File: config.mk
export PLATFORM = sky130hd
export DESIGN_NAME = meas_frame_tx_flat
export DESIGN_NICKNAME = d
export VERILOG_FILES = /design/src/rtl/meas_frame_tx_if.sv /design/src/rtl/meas_frame_tx.sv /design/src/flat_wrapper.sv
export SDC_FILE = /design/constraint.sdc
export NUM_CORES = 1
export LEC_CHECK = 0
export ABC_AREA = 0
export CAP_MARGIN = 25
export CORE_MARGIN = 2
export CORE_UTILIZATION = 33
export CTS_CLUSTER_DIAMETER = 150
export CTS_CLUSTER_SIZE = 10
export DETAILED_ROUTE_END_ITERATION = 6
export SKIP_CTS_REPAIR_TIMING = 1
export SLEW_MARGIN = 20
export SYNTH_ARGS = -nofsm -noshare
export SYNTH_HDL_FRONTEND = slang
export SYNTH_SLANG_ARGS = --single-unit
export TNS_END_PERCENT = 20
File: constraint.sdc
create_clock -name clk -period 2.75 [get_ports clk]
set_input_delay 0.55 -clock clk [delete_from_list [all_inputs] [get_ports clk]]
set_output_delay 0.55 -clock clk [all_outputs]
set_load 0.02 [all_outputs]
File: src/rtl/meas_frame_tx_if.sv
// FIFO write-side link between the telemetry framer (master) and the FT245 async FIFO (slave).
interface meas_frame_tx_if;
    logic       wr_en;
    logic [7:0] wr_data;
    logic       wr_full;

    modport master (output wr_en, output wr_data, input wr_full);
    modport slave  (input wr_en, input wr_data, output wr_full);
endinterface

File: src/rtl/meas_frame_tx.sv
// Outbound telemetry framer: captures NUM_SAMPLES 12-bit samples plus a status snapshot
// and streams them as a checksummed byte frame into the FT245 FIFO write port.
module meas_frame_tx #(
    parameter int         NUM_SAMPLES = 8,
    parameter logic [7:0] SYNC_BYTE   = 8'hA5
) (
    input  logic                  clk,
    input  logic                  reset_n,
    input  logic                  enable,
    input  logic                  sample_valid,
    input  logic [11:0]           sample_data,
    input  logic [3:0]            controlstate,
    input  logic [9:0]            ps_dig,
    input  logic                  ps_en,
    input  logic                  fg_en,
    input  logic [1:0]            relay,
    meas_frame_tx_if.master       fifo,
    output logic                  busy,
    output logic                  frame_done,
    output logic                  overrun
);

    localparam int FRAME_LEN = 7 + 2 * NUM_SAMPLES;
    localparam int IDX_W     = $clog2(FRAME_LEN);
    localparam int CNT_W     = (NUM_SAMPLES > 1) ? $clog2(NUM_SAMPLES) : 1;

    localparam logic [IDX_W-1:0] LAST_IDX = IDX_W'(FRAME_LEN - 1);
    localparam logic [CNT_W-1:0] LAST_CNT = CNT_W'(NUM_SAMPLES - 1);

    typedef enum logic [1:0] {
        IDLE,
        CAPTURE,
        SEND
    } state_t;

    state_t           state;
    logic [11:0]      samples [NUM_SAMPLES];
    logic [CNT_W-1:0] cnt;
    logic [IDX_W-1:0] byte_idx;
    logic [7:0]       seq;
    logic [7:0]       status_snap;
    logic [9:0]       ps_snap;
    logic [7:0]       checksum;
    logic [7:0]       wr_data_q;
    logic             drop_flag;

    logic             accept;
    logic             drop_now;
    logic             store_sample;
    logic [IDX_W-1:0] nidx;
    logic [IDX_W-1:0] samp_off;
    logic [CNT_W-1:0] samp_sel;
    logic [7:0]       next_byte;

    assign accept       = (state == SEND) & ~fifo.wr_full;
    assign fifo.wr_en   = accept;
    assign fifo.wr_data = wr_data_q;
    assign busy         = (state == SEND);

    // A sample arriving while we cannot store it is lost; every IDLE cycle with enable
    // high is an entry cycle, so it counts there as well as in SEND.
    assign drop_now     = sample_valid & enable & ((state == SEND) | (state == IDLE));
    assign store_sample = (state == CAPTURE) & enable & sample_valid;

    // The byte that follows the one currently on wr_data; loaded when that one is accepted.
    always_comb begin
        nidx      = byte_idx + IDX_W'(1);
        samp_off  = nidx - IDX_W'(6);
        samp_sel  = CNT_W'(samp_off >> 1);
        next_byte = 8'h00;
        if (nidx == IDX_W'(1))
            next_byte = drop_flag ? 8'h4F : 8'h4D;
        else if (nidx == IDX_W'(2))
            next_byte = seq;
        else if (nidx == IDX_W'(3))
            next_byte = status_snap;
        else if (nidx == IDX_W'(4))
            next_byte = {6'b0, ps_snap[9:8]};
        else if (nidx == IDX_W'(5))
            next_byte = ps_snap[7:0];
        else if (nidx == LAST_IDX)
            next_byte = checksum + wr_data_q;
        else if (nidx < LAST_IDX)
            next_byte = samp_off[0] ? samples[samp_sel][7:0]
                                    : {4'b0, samples[samp_sel][11:8]};
    end

    always_ff @(posedge clk) begin
        if (store_sample)
            samples[cnt] <= sample_data;
    end

    always_ff @(posedge clk) begin
        if (!reset_n) begin
            state       <= IDLE;
            cnt         <= '0;
            byte_idx    <= '0;
            seq         <= 8'h00;
            status_snap <= 8'h00;
            ps_snap     <= 10'h000;
            checksum    <= 8'h00;
            wr_data_q   <= 8'h00;
            drop_flag   <= 1'b0;
            overrun     <= 1'b0;
            frame_done  <= 1'b0;
        end else begin
            frame_done <= 1'b0;
            if (drop_now) begin
                overrun   <= 1'b1;
                drop_flag <= 1'b1;
            end

            case (state)
                IDLE: begin
                    if (enable) begin
                        state <= CAPTURE;
                        cnt   <= '0;
                    end
                end

                CAPTURE: begin
                    if (!enable) begin
                        state <= IDLE;
                        cnt   <= '0;
                    end else if (sample_valid) begin
                        if (cnt == LAST_CNT) begin
                            status_snap <= {controlstate, ps_en, fg_en, relay[1], relay[0]};
                            ps_snap     <= ps_dig;
                            cnt         <= '0;
                            byte_idx    <= '0;
                            checksum    <= 8'h00;
                            wr_data_q   <= SYNC_BYTE;
                            state       <= SEND;
                        end else begin
                            cnt <= cnt + CNT_W'(1);
                        end
                    end
                end

                SEND: begin
                    if (accept) begin
                        if (byte_idx != '0)
                            checksum <= checksum + wr_data_q;
                        // Type byte already carries the old flag; only drops in this cycle survive.
                        if (byte_idx == IDX_W'(1))
                            drop_flag <= drop_now;
                        if (byte_idx == LAST_IDX) begin
                            frame_done <= 1'b1;
                            seq        <= seq + 8'd1;
                            byte_idx   <= '0;
                            state      <= enable ? CAPTURE : IDLE;
                        end else begin
                            wr_data_q <= next_byte;
                            byte_idx  <= byte_idx + IDX_W'(1);
                        end
                    end
                end

                default: state <= IDLE;
            endcase
        end
    end

endmodule
File: src/flat_wrapper.sv
// flat-port wrapper written by rule: the top's interface ports become plain ports
module meas_frame_tx_flat 
#(
    parameter int         NUM_SAMPLES = 8,
    parameter logic [7:0] SYNC_BYTE   = 8'hA5
)
  (clk, reset_n, enable, sample_valid, sample_data, controlstate, ps_dig, ps_en, fg_en, relay, busy, frame_done, overrun, fifo_wr_en, fifo_wr_data, fifo_wr_full);
  meas_frame_tx_if fifo_i ();
  input  logic clk;
  input  logic reset_n;
  input  logic enable;
  input  logic sample_valid;
  input  logic [11:0] sample_data;
  input  logic [3:0] controlstate;
  input  logic [9:0] ps_dig;
  input  logic ps_en;
  input  logic fg_en;
  input  logic [1:0] relay;
  output logic busy;
  output logic frame_done;
  output logic overrun;
  output wire logic [$bits(fifo_i.wr_en)-1:0] fifo_wr_en;
  output wire logic [$bits(fifo_i.wr_data)-1:0] fifo_wr_data;
  input wire logic [$bits(fifo_i.wr_full)-1:0] fifo_wr_full;
  assign fifo_wr_en = fifo_i.wr_en;
  assign fifo_wr_data = fifo_i.wr_data;
  assign fifo_i.wr_full = fifo_wr_full;
  meas_frame_tx #(.NUM_SAMPLES(NUM_SAMPLES), .SYNC_BYTE(SYNC_BYTE)) u_core (.clk(clk), .reset_n(reset_n), .enable(enable), .sample_valid(sample_valid), .sample_data(sample_data), .controlstate(controlstate), .ps_dig(ps_dig), .ps_en(ps_en), .fg_en(fg_en), .relay(relay), .fifo(fifo_i), .busy(busy), .frame_done(frame_done), .overrun(overrun));
endmodule
==> results.json <==
{
  "tritoncts": "done",
  "dr.pass1.iters": 5,
  "post-synth-top-area-fraction_pct": 40.5,
  "grt_antenna_before_repair": 0,
  "die_y_um": 151,
  "synth_xor_area_share_pct": 2.85,
  "ys_types": 69,
  "ir_drop_mv": 0.371,
  "critPathRequiredTime_ns": 3.05,
  "placed_cell_area_um2": 8140,
  "start_kind": "flop",
  "period_needed_ns": 2.58,
  "max_freq_mhz": 388,
  "wl_um": 17500,
  "die_w_um": 151,
  "dpl.hpwl_um": 12300,
  "clockBufferDepth": 2,
  "overflow": 0,
  "yosysMostFrequentCell": "edfxtp_1",
  "crit_fanout": 6,
  "power_leakage_uw": 0.00304,
  "htree_levels": 4,
  "ys_top_cells_by_area": "edfxtp_1, dfxtp_1, mux4_2, a21oi_1, nand2_1",
  "synth_top_area_cell": "edfxtp_1",
  "status": "completed",
  "synthToLayoutAreaGrowth_pct": 23.6,
  "max_slew_margin_pct": 65.5,
  "io_buffers": 46,
  "antennaDiodeCount": 0,
  "synth-compound-area-share_pct": 12.2,
  "synthSimpleGateAreaFrac_pct": 13.2,
  "rsz0062_at_grt": "no",
  "final_util_pct": 41.7,
  "die_area_um2": 22700,
  "post-route-drc-count": 0,
  "grt_pass1_wl_um": 27600,
  "powerDensity_nw_per_um2": 546,
  "coreArea_um2": 21100,
  "muxShareOfSynthArea_pct": 9.66,
  "nNetsFinal": 735,
  "multi_input_area_um2": 2970,
  "gp_congestion": 0.917,
  "grt_max_degree": 42,
  "timing.max_cap.violations": 0,
  "drt_iter0_drc": 326,
  "crit_type": "reg -> reg",
  "ys_ff_latch": 151,
  "syn-instance-count": 600,
  "worst_ep_arrival_time_ns": 2.88,
  "tightest_slew_ns": 0.513,
  "synth_fa_ha_area_share_pct": 3.10,
  "root_buffer": "clkbuf_16",
  "hold_path.class": "reg -> reg",
  "synth-edff-count": 96,
  "drive_above_1_share_pct": 17.4,
  "rows": 53,
  "async_flop_share_pct": 0,
  "syn-cell-area_um2": 7110,
  "layout.filler_cells": 1965,
  "synth_top_family_by_area": "simple AND/OR/NAND/NOR gates",
  "synthFlopType": "edfxtp_1",
  "synth_fp_nets": 652,
  "wire_per_inst_um": 18.0,
  "fin_area_um2": 8790,
  "vias_per_cell": 5.23,
  "vias": 5076,
  "initial_core_util_pct": 33.7,
  "syn_avg_cell_area_um2": 11.9,
  "clk_latency_ns": 0.43,
  "final_hold_viol_count": 0,
  "grt_pass1_vias": 5127,
  "yosysSeqAreaShare_pct": 56.0,
  "grt_usage_pct": 16.2,
  "clock-sinks": 151,
  "cp-end-kind": "flop",
  "synth_common_cells": "edfxtp_1, nand2_1, dfxtp_1",
  "yosys_warnings": 0,
  "finalCritPeriodShare_pct": 93.8,
  "boundaryPins": 47,
  "detail-route-antenna-nets": 0,
  "cts_inserted_buffers": 17,
  "skew_ns": 0.0117,
  "clk_pin_slew_ns": 0.07,
  "finalMaxSlewViolations": 0,
  "setup-tns-final_ns": 0,
  "timing.hold.ws_ns": 0.468,
  "ff_latch_area_um2": 3990,
  "setup_viol": 0
}
-- final timing paths --
check             cells past startpoint                                   to                             from  slack [ns]
setup / recovery                     10  u_core.fifo.wr_data[1]$_SDFFE_PN0P_  u_core.byte_idx[1]$_SDFFE_PN0P_        0.17
hold / removal                        2       u_core.ps_snap[9]$_SDFFE_PN0P_   u_core.ps_snap[9]$_SDFFE_PN0P_        0.47
setup reg to reg                     10  u_core.fifo.wr_data[1]$_SDFFE_PN0P_  u_core.byte_idx[1]$_SDFFE_PN0P_        0.17
hold reg to reg                       2       u_core.ps_snap[9]$_SDFFE_PN0P_   u_core.ps_snap[9]$_SDFFE_PN0P_        0.47
-- sequential cells by signal, summed over array words and instances, names as in the netlist --
signal	cells
u_core.seq	8
u_core.checksum	8
u_core.drop_flag	1
u_core.byte_idx	5
u_core.fifo.wr_data	8
u_core.frame_done	1
u_core.ps_snap	10
u_core.cnt	3
u_core.state	2
u_core.status_snap	8
u_core.overrun	1
u_core.samples	96
-- per-stage QoR --
stage / instances / setup slack [ns] / power [uW]
after global routing: 971 / 0.0246 / 4950
after global placement: 935 / 0.0708 / 2600
after detailed placement: 935 / -0.0535 / 2610
final: 971 / 0.171 / 4800
after CTS: 967 / -0.0795 / 4850
after floorplan: 600 / 0.00397 / 2520
-- layout make-up --
class	count	area share, %
tap	275	3.91
clock buffer	17	4.84
sequential	151	45.4
timing repair buffer	98	9.82
multi-input combinational	401	33.8
clock inverter	15	1.62
inverter	14	0.598
-- worst max-delay path: stages, from the launching register on --
cell	delay, ns
dfxtp_4	0.37
ha_2	0.21
nor2b_2	0.05
nand2b_4	0.14
ha_4	0.19
xnor2_4	0.24
xnor2_4	0.16
buf_4	0.17
mux4_2	0.53
a211oi_1	0.27
o32ai_1	0.11
-- layer usage --
metal  routed length (um)  track usage, %
met1                 7740            20.7
met4                  447            7.66
met2                 8440            26.8
met5                    0               0
met3                  873            3.04
-- power by group --
group	switching, uW	leakage (uW)	total (uW)	internal [uW]
Clock	981	0.000273	2250	1270
Combinational	63.2	0.00146	129	65.3
Sequential	10.0	0.00131	2430	2420
-- kinds of logic (layout without fill, tap and decap cells) --
kind of cell	count (synthesis)	after routing
flip-flops	151	151
adder cells (fa/ha/maj)	17	17
multiplexers	36	36
buffers and inverters	48	144
XOR/XNOR	18	18
AND/OR/NAND/NOR	199	199
AO/OA/AOI/OAI	131	131
-- cell usage in the layout (no fill, tap or decap), types with 8 or more instances in the layout --
| cell type | instances |
|---|---|
| a21oi_1 | 53 |
| and3_1 | 12 |
| buf_4 | 51 |
| clkbuf_16 | 17 |
| clkdlybuf4s50_1 | 46 |
| dfxtp_1 | 53 |
| edfxtp_1 | 96 |
| ha_1 | 13 |
| inv_1 | 14 |
| mux2i_1 | 9 |
| mux4_1 | 9 |
| mux4_2 | 14 |
| nand2_1 | 66 |
| nand3_1 | 14 |
| nand4_1 | 8 |
| nor2_1 | 49 |
| nor3_1 | 14 |
| o21ai_0 | 16 |
| xnor2_1 | 8 |
Power figures use the tool's default switching activity.
